## src/rtl/sha3_sched_pkg.sv

```systemverilog
// Shared encodings for the SHA-3 job scheduler: core modes, sponge rates, digest sizes, FSM states.
package sha3_sched_pkg;

  localparam logic [1:0] MODE_SHA3_256 = 2'b00;
  localparam logic [1:0] MODE_SHA3_512 = 2'b01;
  localparam logic [1:0] MODE_SHAKE128 = 2'b10;
  localparam logic [1:0] MODE_SHAKE256 = 2'b11;

  localparam logic [7:0] RATE_136 = 8'd136;
  localparam logic [7:0] RATE_72  = 8'd72;
  localparam logic [7:0] RATE_168 = 8'd168;

  localparam int DIGEST_256_LEN = 32;
  localparam int DIGEST_512_LEN = 64;

  typedef enum logic [2:0] {
    ST_IDLE,
    ST_GRANT,
    ST_ABSORB,
    ST_SQUEEZE,
    ST_DONE
  } state_e;

  function automatic logic [7:0] mode_rate(input logic [1:0] mode);
    case (mode)
      MODE_SHA3_512: return RATE_72;
      MODE_SHAKE128: return RATE_168;
      default:       return RATE_136;
    endcase
  endfunction

endpackage

```

## src/rtl/sha3_job_scheduler_if.sv

```systemverilog
// Requester-side and core-side signals of the SHA-3 job scheduler, packed per requester.
interface sha3_job_scheduler_if #(
  parameter int N_REQ = 4,
  parameter int LEN_W = 16
);
  logic [N_REQ-1:0]       req_valid;
  logic [2*N_REQ-1:0]     req_mode;
  logic [LEN_W*N_REQ-1:0] req_in_len;
  logic [LEN_W*N_REQ-1:0] req_out_len;
  logic [N_REQ-1:0]       req_ready;
  logic [N_REQ-1:0]       grant;
  logic [N_REQ-1:0]       in_valid;
  logic [8*N_REQ-1:0]     in_data;
  logic [N_REQ-1:0]       in_ready;
  logic [7:0]             out_data;
  logic [N_REQ-1:0]       out_valid;
  logic                   out_last;
  logic [N_REQ-1:0]       done;
  logic [1:0]             core_sel;
  logic [7:0]             core_in;
  logic                   core_in_go;
  logic                   core_flag;
  logic                   core_in_ready;
  logic                   core_out_go;
  logic [7:0]             core_out;
  logic                   core_next;
  logic                   core_abort;

  modport master (
    output req_valid, req_mode, req_in_len, req_out_len, in_valid, in_data,
           core_in_ready, core_out_go, core_out,
    input  req_ready, grant, in_ready, out_data, out_valid, out_last, done,
           core_sel, core_in, core_in_go, core_flag, core_next, core_abort
  );

  modport slave (
    input  req_valid, req_mode, req_in_len, req_out_len, in_valid, in_data,
           core_in_ready, core_out_go, core_out,
    output req_ready, grant, in_ready, out_data, out_valid, out_last, done,
           core_sel, core_in, core_in_go, core_flag, core_next, core_abort
  );
endinterface

```

## src/rtl/rr_arbiter.sv

```systemverilog
// Combinational round-robin pick: first requester at or after ptr_i wins, one-hot result.
module rr_arbiter #(
  parameter int N_REQ = 4
) (
  input  logic [N_REQ-1:0]         req_i,
  input  logic [$clog2(N_REQ)-1:0] ptr_i,
  output logic [N_REQ-1:0]         gnt_o
);

  // Walk from the farthest offset back to ptr_i so the nearest requester overwrites last.
  always_comb begin
    gnt_o = '0;
    for (int k = N_REQ - 1; k >= 0; k--) begin
      if (req_i[(int'(ptr_i) + k) % N_REQ]) begin
        gnt_o = '0;
        gnt_o[(int'(ptr_i) + k) % N_REQ] = 1'b1;
      end
    end
  end

endmodule

```

## src/rtl/sha3_job_scheduler.sv

```systemverilog
// Shares one SHA-3/SHAKE core among N_REQ requesters; req_ready 2 cycles after request, byte paths
// are combinational; input follows core_in_ready, output cannot be stalled by requesters.
module sha3_job_scheduler
  import sha3_sched_pkg::*;
#(
  parameter int N_REQ = 4,
  parameter int LEN_W = 16
) (
  input logic                 clk,
  input logic                 reset,
  sha3_job_scheduler_if.slave sif
);

  localparam int PTR_W = $clog2(N_REQ);

  state_e             state_q;
  logic [PTR_W-1:0]   rr_ptr_q, gidx_q;
  logic [N_REQ-1:0]   grant_q, req_ready_q, done_q;
  logic [1:0]         mode_q, core_sel_q;
  logic [LEN_W-1:0]   in_len_q, in_cnt_q, rem_q;
  logic [7:0]         blk_q;
  logic               core_next_q, core_abort_q;

  logic [N_REQ-1:0]   pick_d;
  logic [PTR_W-1:0]   pick_idx_d;
  logic [1:0]         pick_mode_d;
  logic [LEN_W-1:0]   pick_in_len_d, pick_rem_d;
  logic [N_REQ-1:0]   gnt_vec_d;

  rr_arbiter #(.N_REQ(N_REQ)) u_arb (
    .req_i (sif.req_valid),
    .ptr_i (rr_ptr_q),
    .gnt_o (pick_d)
  );

  always_comb begin
    pick_idx_d = '0;
    for (int i = 0; i < N_REQ; i++) begin
      if (pick_d[i]) pick_idx_d = PTR_W'(i);
    end
  end

  assign pick_mode_d   = sif.req_mode[int'(pick_idx_d)*2 +: 2];
  assign pick_in_len_d = sif.req_in_len[int'(pick_idx_d)*LEN_W +: LEN_W];
  assign gnt_vec_d     = N_REQ'(1) << gidx_q;

  // Fixed-output modes ignore the requested out_len.
  always_comb begin
    case (pick_mode_d)
      MODE_SHA3_256: pick_rem_d = LEN_W'(DIGEST_256_LEN);
      MODE_SHA3_512: pick_rem_d = LEN_W'(DIGEST_512_LEN);
      default:       pick_rem_d = sif.req_out_len[int'(pick_idx_d)*LEN_W +: LEN_W];
    endcase
  end

  logic absorbing, empty_msg, in_xfer, last_in, out_xfer;
  assign absorbing = (state_q == ST_ABSORB);
  assign empty_msg = absorbing && (in_len_q == '0);
  assign in_xfer   = absorbing && !empty_msg && sif.in_valid[gidx_q] && sif.core_in_ready;
  assign last_in   = (in_cnt_q == in_len_q - LEN_W'(1));
  assign out_xfer  = (state_q == ST_SQUEEZE) && (rem_q != '0) && sif.core_out_go;

  assign sif.in_ready   = {N_REQ{absorbing && !empty_msg && sif.core_in_ready}} & grant_q;
  assign sif.core_in_go = in_xfer;
  assign sif.core_in    = absorbing ? sif.in_data[{gidx_q, 3'b000} +: 8] : 8'h00;
  assign sif.core_flag  = empty_msg || (in_xfer && last_in);
  assign sif.out_valid  = {N_REQ{out_xfer}} & grant_q;
  assign sif.out_data   = out_xfer ? sif.core_out : 8'h00;
  assign sif.out_last   = out_xfer && (rem_q == LEN_W'(1));
  assign sif.req_ready  = req_ready_q;
  assign sif.grant      = grant_q;
  assign sif.done       = done_q;
  assign sif.core_sel   = core_sel_q;
  assign sif.core_next  = core_next_q;
  assign sif.core_abort = core_abort_q;

  always_ff @(posedge clk) begin
    if (reset) begin
      state_q      <= ST_IDLE;
      rr_ptr_q     <= '0;
      gidx_q       <= '0;
      grant_q      <= '0;
      req_ready_q  <= '0;
      done_q       <= '0;
      mode_q       <= '0;
      core_sel_q   <= '0;
      in_len_q     <= '0;
      in_cnt_q     <= '0;
      rem_q        <= '0;
      blk_q        <= '0;
      core_next_q  <= 1'b0;
      core_abort_q <= 1'b0;
    end else begin
      req_ready_q  <= '0;
      done_q       <= '0;
      core_next_q  <= 1'b0;
      core_abort_q <= 1'b0;
      case (state_q)
        ST_IDLE: begin
          if (|sif.req_valid) begin
            gidx_q     <= pick_idx_d;
            mode_q     <= pick_mode_d;
            core_sel_q <= pick_mode_d;
            in_len_q   <= pick_in_len_d;
            rem_q      <= pick_rem_d;
            in_cnt_q   <= '0;
            blk_q      <= '0;
            state_q    <= ST_GRANT;
          end
        end
        ST_GRANT: begin
          req_ready_q <= gnt_vec_d;
          grant_q     <= gnt_vec_d;
          state_q     <= ST_ABSORB;
        end
        ST_ABSORB: begin
          if (empty_msg) begin
            state_q <= ST_SQUEEZE;
          end else if (in_xfer) begin
            in_cnt_q <= in_cnt_q + LEN_W'(1);
            if (last_in) state_q <= ST_SQUEEZE;
          end
        end
        ST_SQUEEZE: begin
          if (rem_q == '0) begin
            state_q <= ST_DONE;
          end else if (sif.core_out_go) begin
            rem_q <= rem_q - LEN_W'(1);
            if (rem_q == LEN_W'(1)) begin
              state_q <= ST_DONE;
            end else if ((mode_q inside {MODE_SHAKE128, MODE_SHAKE256}) &&
                         (blk_q + 8'd1 == mode_rate(mode_q))) begin
              core_next_q <= 1'b1;
              blk_q       <= '0;
            end else begin
              blk_q <= blk_q + 8'd1;
            end
          end
        end
        ST_DONE: begin
          done_q       <= grant_q;
          core_abort_q <= 1'b1;
          grant_q      <= '0;
          core_sel_q   <= '0;
          rr_ptr_q     <= (gidx_q == PTR_W'(N_REQ - 1)) ? '0 : gidx_q + PTR_W'(1);
          state_q      <= ST_IDLE;
        end
        default: state_q <= ST_IDLE;
      endcase
    end
  end

endmodule

```

## src/flat_wrapper.sv

```systemverilog
// flat-port wrapper written by rule: the top's interface ports become plain ports
module sha3_job_scheduler_flat import sha3_sched_pkg::*;
#(
  parameter int N_REQ = 4,
  parameter int LEN_W = 16
)
  (clk, reset, sif_req_valid, sif_req_mode, sif_req_in_len, sif_req_out_len, sif_in_valid, sif_in_data, sif_core_in_ready, sif_core_out_go, sif_core_out, sif_req_ready, sif_grant, sif_in_ready, sif_out_data, sif_out_valid, sif_out_last, sif_done, sif_core_sel, sif_core_in, sif_core_in_go, sif_core_flag, sif_core_next, sif_core_abort);
  sha3_job_scheduler_if #(.N_REQ(N_REQ), .LEN_W(LEN_W)) sif_i ();
  input logic clk;
  input logic reset;
  input wire logic [$bits(sif_i.req_valid)-1:0] sif_req_valid;
  input wire logic [$bits(sif_i.req_mode)-1:0] sif_req_mode;
  input wire logic [$bits(sif_i.req_in_len)-1:0] sif_req_in_len;
  input wire logic [$bits(sif_i.req_out_len)-1:0] sif_req_out_len;
  input wire logic [$bits(sif_i.in_valid)-1:0] sif_in_valid;
  input wire logic [$bits(sif_i.in_data)-1:0] sif_in_data;
  input wire logic [$bits(sif_i.core_in_ready)-1:0] sif_core_in_ready;
  input wire logic [$bits(sif_i.core_out_go)-1:0] sif_core_out_go;
  input wire logic [$bits(sif_i.core_out)-1:0] sif_core_out;
  output wire logic [$bits(sif_i.req_ready)-1:0] sif_req_ready;
  output wire logic [$bits(sif_i.grant)-1:0] sif_grant;
  output wire logic [$bits(sif_i.in_ready)-1:0] sif_in_ready;
  output wire logic [$bits(sif_i.out_data)-1:0] sif_out_data;
  output wire logic [$bits(sif_i.out_valid)-1:0] sif_out_valid;
  output wire logic [$bits(sif_i.out_last)-1:0] sif_out_last;
  output wire logic [$bits(sif_i.done)-1:0] sif_done;
  output wire logic [$bits(sif_i.core_sel)-1:0] sif_core_sel;
  output wire logic [$bits(sif_i.core_in)-1:0] sif_core_in;
  output wire logic [$bits(sif_i.core_in_go)-1:0] sif_core_in_go;
  output wire logic [$bits(sif_i.core_flag)-1:0] sif_core_flag;
  output wire logic [$bits(sif_i.core_next)-1:0] sif_core_next;
  output wire logic [$bits(sif_i.core_abort)-1:0] sif_core_abort;
  assign sif_i.req_valid = sif_req_valid;
  assign sif_i.req_mode = sif_req_mode;
  assign sif_i.req_in_len = sif_req_in_len;
  assign sif_i.req_out_len = sif_req_out_len;
  assign sif_i.in_valid = sif_in_valid;
  assign sif_i.in_data = sif_in_data;
  assign sif_i.core_in_ready = sif_core_in_ready;
  assign sif_i.core_out_go = sif_core_out_go;
  assign sif_i.core_out = sif_core_out;
  assign sif_req_ready = sif_i.req_ready;
  assign sif_grant = sif_i.grant;
  assign sif_in_ready = sif_i.in_ready;
  assign sif_out_data = sif_i.out_data;
  assign sif_out_valid = sif_i.out_valid;
  assign sif_out_last = sif_i.out_last;
  assign sif_done = sif_i.done;
  assign sif_core_sel = sif_i.core_sel;
  assign sif_core_in = sif_i.core_in;
  assign sif_core_in_go = sif_i.core_in_go;
  assign sif_core_flag = sif_i.core_flag;
  assign sif_core_next = sif_i.core_next;
  assign sif_core_abort = sif_i.core_abort;
  sha3_job_scheduler #(.N_REQ(N_REQ), .LEN_W(LEN_W)) u_core (.clk(clk), .reset(reset), .sif(sif_i));
endmodule
```

## config.mk

```make
export PLATFORM = sky130hd
export DESIGN_NAME = sha3_job_scheduler_flat
export DESIGN_NICKNAME = d
export VERILOG_FILES = /design/src/rtl/sha3_sched_pkg.sv /design/src/rtl/sha3_job_scheduler_if.sv /design/src/rtl/rr_arbiter.sv /design/src/rtl/sha3_job_scheduler.sv /design/src/flat_wrapper.sv
export SDC_FILE = /design/constraint.sdc
export NUM_CORES = 1
export LEC_CHECK = 0
export CAP_MARGIN = 20
export CORE_UTILIZATION = 29
export DETAILED_ROUTE_END_ITERATION = 6
export PLACE_DENSITY = 0.62
export SYNTH_ARGS = -nofsm -noshare
export SYNTH_HDL_FRONTEND = slang
export SYNTH_SLANG_ARGS = --single-unit
export TNS_END_PERCENT = 20
```

## constraint.sdc

```tcl
create_clock -name clk -period 8.9 [get_ports clk]
set_clock_uncertainty 0.1 [all_clocks]
set_input_delay 0.89 -clock clk [delete_from_list [all_inputs] [get_ports clk]]
set_output_delay 0.89 -clock clk [all_outputs]
set_load 0.01 [all_outputs]
```

==> impl_metrics.yaml, run 1 <==
run_status:
  status: "complete, no violations"
placed_design:
  post-dp-hpwl_mm: 15.8
  preCtsSetupSlack_ps: 4580
  numPortBuffers: 230
  place_congestion: 0.859
synth:
  yosys_warnings: 0
  synth_async_sr_flop_share: 0
  ys_types: 77
  yosysMostFrequentCell: "nand2_1"
  ys_top_cells_by_count: "nand2_1, nor2_1, dfxtp_1"
  synth_simple_gate_area_share: 0.268
  yosysSeqAreaShare: 0.268
  synth_flop_cell: "dfxtp_1"
  synth_top_family_by_area: "simple AND/OR/NAND/NOR gates"
  synthCells: 780
  synth_adder_area_share: 0.0330
  synth.top_cell.area_share: 0.268
  avgSynthCellArea_sq_um: 7.77
  synth_edf_count: 0
  syn-num-nets: 984
  synth_top_area_cell: "dfxtp_1"
  netlist_area_sq_mm: 0.00606
  ys_ff_latch: 81
  synth_mux_area_frac: 0.0683
  synthXorXnorAreaFrac: 0.0477
  synthTopCellsByArea: "dfxtp_1, a21oi_1, nand2_1, nor2_1, mux4_2"
  synth_compound_area_frac: 0.262
sta:
  fin_crit_ps: 4670
  fmax_ghz: 0.214
  final_max_slew_viol_count: 0
  worstMarginPinSlew_ps: 865
  setup_ws_ps: 4230
  slew_headroom: 0.418
  hold_viol_final: 0
  tns_ps: 0
  fin_crit_sh: 0.525
  rsz0062_at_grt: "no"
  setup_viol: 0
final_layout:
  drive_gt1_frac: 0.0612
  antenna_cells: 0
  fin_nets: 1179
  area_delta_synth_final_pct: 45.4
routing:
  wire_per_inst_microns: 16.2
  firstDrtPassIters: 5
  wirelength_mm: 20.3
  drt-vias-per-instance: 5.21
  final_antenna_net_count: 0
  drc: 0
  drt_iter0_drc: 434
  num_vias: 6517
critical_path:
  worstPathMaxFanout: 12
  critical_path_class: "register to output port"
  endpoint_kind: "output port"
  crit_path_start_kind: "register"
  worstPathRequired_ps: 7910
  worst_ep_arrival_time_ps: 3680
clocking:
  clock_sinks: 81
  root_buffer: "clkbuf_16"
  numCtsBuffers: 9
  cts.path.max_buffers: 2
  htree_levels: 3
  holdBufCountCts: 0
  cts_tree: "yes"
  cts_setup_buffers: 0
  clk_pin_slew_worst_paths_ps: 60
  clk_latency_ps: 340
  ctsResizeCount: 0
power_and_ir_drop:
  ir_worst_vdd_mv: 0.0857
  p_per_area_mw_per_mm2: 163
  fin_total_pwr_w: 0.00143
  power.leakage_nw: 3.20
hold_path:
  worstHoldPathType: "register to register"
global_routing:
  grt_pass1_vias: 6109
  grt_max_degree: 62
  grt_use_total: 0.187
  grt_remaining_overflow: 0
  grt_pass1_wl_mm: 31.9
  grt_antenna_before_repair: 0
floorplanning:
  pin_count: 231
  die_area_sq_mm: 0.0215
  rows: 52
  core_area_sq_mm: 0.0204
  start_util: 0.298
  die_w_microns: 147
  die_y_microns: 147
run:
  max_cap_viol_count: 0
power breakdown:
part | internal [W] | switching [W]
registers | 0.000406 | 0.0000697
clock network | 0.000226 | 0.000149
logic | 0.000277 | 0.000307
cell usage in the layout (no fill, tap or decap), types with 4 or more instances in the layout:
| cell | instances |
|---|---|
| a211oi_1 | 10 |
| a21oi_1 | 72 |
| a221oi_2 | 4 |
| a22o_1 | 11 |
| a22oi_1 | 9 |
| a311oi_1 | 19 |
| a31oi_1 | 6 |
| and2_1 | 28 |
| and3_1 | 25 |
| buf_4 | 7 |
| clkbuf_16 | 9 |
| clkdlybuf4s50_1 | 230 |
| dfxtp_1 | 81 |
| ha_1 | 16 |
| inv_1 | 18 |
| mux2i_1 | 11 |
| mux4_2 | 13 |
| nand2_1 | 91 |
| nand2b_1 | 5 |
| nand3_1 | 14 |
| nand3b_1 | 6 |
| nand4_1 | 6 |
| nor2_1 | 82 |
| nor2b_1 | 4 |
| nor3_1 | 16 |
| nor4_1 | 8 |
| o211ai_1 | 5 |
| o21a_1 | 4 |
| o21ai_0 | 46 |
| o21ai_1 | 8 |
| o31ai_1 | 4 |
| or3_1 | 10 |
| or4_1 | 5 |
| xnor2_1 | 22 |
| xor2_1 | 11 |
critical path, cell delays in order, from the launching register on:
cell and delay, ps:
dfxtp_1 430, nor2_1 500, nand2_1 200, a31oi_1 530, and3_1 550, nor4bb_1 290, o211ai_1 160, nand2_1 130
clkdlybuf4s50_1 540
path summary, 6_finish.rpt:
path / from / end / slack (ps) / depth (start not counted)
worst max-delay path: u_core.state_q[0]$_SDFFE_PP0P_ / sif_core_flag / 4230 / 8
worst min-delay path: u_core.blk_q[6]$_SDFFE_PP0P_ / u_core.blk_q[6]$_SDFFE_PP0P_ / 400 / 2
worst max register to register: u_core.rr_ptr_q[0]$_SDFFE_PP0P_ / u_core.rem_q[15]$_SDFFE_PP0P_ / 5290 / 11
worst min register to register: u_core.blk_q[6]$_SDFFE_PP0P_ / u_core.blk_q[6]$_SDFFE_PP0P_ / 400 / 2
per-layer routing:
layer	GRT usage	part of all wire
met1	0.240	0.46
met2	0.318	0.48
met3	0.0363	0.050
met4	0.0484	0.013
met5	0	0
through the flow:
step           std cells  hold slack [ps]  utilization  cell area [sq um]
6_report            1250              405        0.433               8810
5_1_grt             1250              408        0.433               8810
4_1_cts             1250              397        0.433               8810
3_5_place_dp        1234              383        0.418               8510
3_3_place_gp        1234              381        0.418               8510
2_1_floorplan        780              359            -               6060
state kept, by name, summed over array words and instances, names as in the netlist:
name / cells
u_core.in_cnt_q: 16
u_core.in_len_q: 16
u_core.rem_q: 16
u_core.blk_q: 8
u_core.sif.done: 4
u_core.sif.grant: 4
u_core.sif.req_ready: 4
u_core.state_q: 3
u_core.gidx_q: 2
u_core.mode_q: 2
u_core.rr_ptr_q: 2
u_core.sif.core_sel: 2
u_core.sif.core_abort: 1
u_core.sif.core_next: 1
cell families after synthesis:
kind of cell	after synthesis
multiplexers	25
XOR/XNOR	33
buffers and inverters	71
flip-flops	81
adder cells (fa/ha/maj)	16
AND/OR/NAND/NOR	324
AO/OA/AOI/OAI	230
cell type report:
cell class | count | area [sq um]
Clock buffer | 12 | 246
Clock inverter | 4 | 52.6
Fill cell | 2043 | 11600
Inverter | 18 | 67.6
Multi-Input combinational cell | 628 | 4130
Sequential cell | 81 | 1620
Tap cell | 270 | 338
Timing Repair Buffer | 237 | 2350
(Power assumes the default switching activity.)
==> inputs of run 2 (changes only) <==
clock period = 4.7 ns   (was 8.9 ns; I/O delays follow)
==> impl_metrics.yaml, run 2 (synthesis results as in run 1) <==
floorplanning:
  die_area_sq_mm: 0.0215
  pin_count: 231
  start_util: 0.298
  rows: 52
  die_w_microns: 147
  die_y_microns: 147
  core_area_sq_mm: 0.0204
run:
  max_cap_viol_count: 0
power_and_ir_drop:
  p_per_area_mw_per_mm2: 307
  fin_total_pwr_w: 0.00271
  power.leakage_nw: 3.24
  ir_worst_vdd_mv: 0.200
clocking:
  holdBufCountCts: 0
  cts.path.max_buffers: 2
  clk_latency_ps: 340
  numCtsBuffers: 9
  htree_levels: 3
  ctsResizeCount: 0
  clock_sinks: 81
  cts_tree: "yes"
  cts_setup_buffers: 0
  clk_pin_slew_worst_paths_ps: 60
  root_buffer: "clkbuf_16"
sta:
  fmax_ghz: 0.249
  fin_crit_ps: 4020
  final_max_slew_viol_count: 0
  rsz0062_at_grt: "no"
  setup_viol: 0
  hold_viol_final: 0
  fin_crit_sh: 0.855
  hold_slack_ps: 388
  worstMarginPinSlew_ps: 790
  setup_ws_ps: 682
  slew_headroom: 0.469
  tns_ps: 0
global_routing:
  grt_use_total: 0.187
  grt_remaining_overflow: 0
  grt_pass1_wl_mm: 32.1
  grt_antenna_before_repair: 1
  grt_max_degree: 49
  grt_pass1_vias: 6083
placed_design:
  place_congestion: 0.883
  dpl_cell_area_sq_mm: 0.00856
  numPortBuffers: 230
  preCtsSetupSlack_ps: 1030
  post-dp-hpwl_mm: 15.9
final_layout:
  design_area_sq_mm: 0.00885
  fin_nets: 1186
  drive_gt1_frac: 0.0680
  final_cell_mix: "clkdlybuf4s50_1, nand2_1, nor2_1, dfxtp_1, a21oi_1"
  area_delta_synth_final_pct: 46.1
  biggestRegsByFlops: "u_core.in_cnt_q x16, u_core.in_len_q x16, u_core.rem_q x16"
  layout_commonest_cell: "clkdlybuf4s50_1"
critical_path:
  critPathTopFamily: "simple AND/OR/NAND/NOR gates"
  critical_path_class: "register to output port"
  endpoint_kind: "output port"
  worst_ep_arrival_time_ps: 3450
  crit_path_start_kind: "register"
  worstPathRequired_ps: 4130
  crit_path_max_incr_delay_ps: 540
  path_buf_inv: 2
  cp_cell_sequence: "nor2_1 -> nand2_1 -> a31oi_1 -> and3_1 -> buf_4 -> nor4bb_1 -> o211ai_1 -> nand2_1 -> clkdlybuf4s50_1"
  crit_top_cell: "nand2_1"
  worstPathMaxFanout: 12
  cp_slowest_cell: "clkdlybuf4s50_1"
routing:
  drc: 0
  final_antenna_net_count: 0
  wire_per_inst_microns: 16.2
  wirelength_mm: 20.4
  num_vias: 6502
  drt-vias-per-instance: 5.18
  firstDrtPassIters: 5
  drt_iter0_drc: 454
run_status:
  status: "complete, no violations"
hold_path:
  worstHoldPathType: "register to register"
-- run 2: tightest hold or removal path: stages, from the launching register on --
cell and delay, ps:
dfxtp_1 330, nand2_1 60, a21oi_1 50
-- run 2: area by class of cell --
class,count,area (sq um)
multi-input cells,628,4130
clock buffers,10,239
flip-flops and latches,81,1620
repair buffers,244,2410
fillers,2059,11500
inverters,18,67.6
well taps,270,338
clock inverters,4,45.0
diodes,1,2.50
-- run 2: final timing paths --
path,startpoint,slack [ps],endpoint,depth (start not counted)
max,u_core.state_q[0]$_SDFFE_PP0P_,680,sif_core_flag,9
min reg2reg,u_core.blk_q[6]$_SDFFE_PP0P_,390,u_core.blk_q[6]$_SDFFE_PP0P_,2
max reg2reg,u_core.rr_ptr_q[0]$_SDFFE_PP0P_,1200,u_core.rem_q[4]$_SDFFE_PP0P_,10
min,u_core.blk_q[6]$_SDFFE_PP0P_,390,u_core.blk_q[6]$_SDFFE_PP0P_,2
-- run 2: where the power goes --
part           switching [W]  internal, W
clock network       0.000273     0.000417
logic               0.000594     0.000540
registers           0.000121     0.000769
total               0.000988      0.00173
-- run 2: per-layer routing --
layer / GRT usage / routed length [microns] / up-vias
li1: - / - / 3275
met1: 0.242 / 9140 / 2996
met2: 0.318 / 9940 / 212
met3: 0.0281 / 1030 / 19
met4: 0.0557 / 258 / 0
met5: 0 / 0 / -
-- run 2: through the flow --
stage | util | cells
4_1_cts | 0.435 | 1255
3_3_place_gp | 0.421 | 1241
2_1_floorplan | - | 780
5_1_grt | 0.435 | 1256
6_report | 0.435 | 1256
3_5_place_dp | 0.421 | 1241
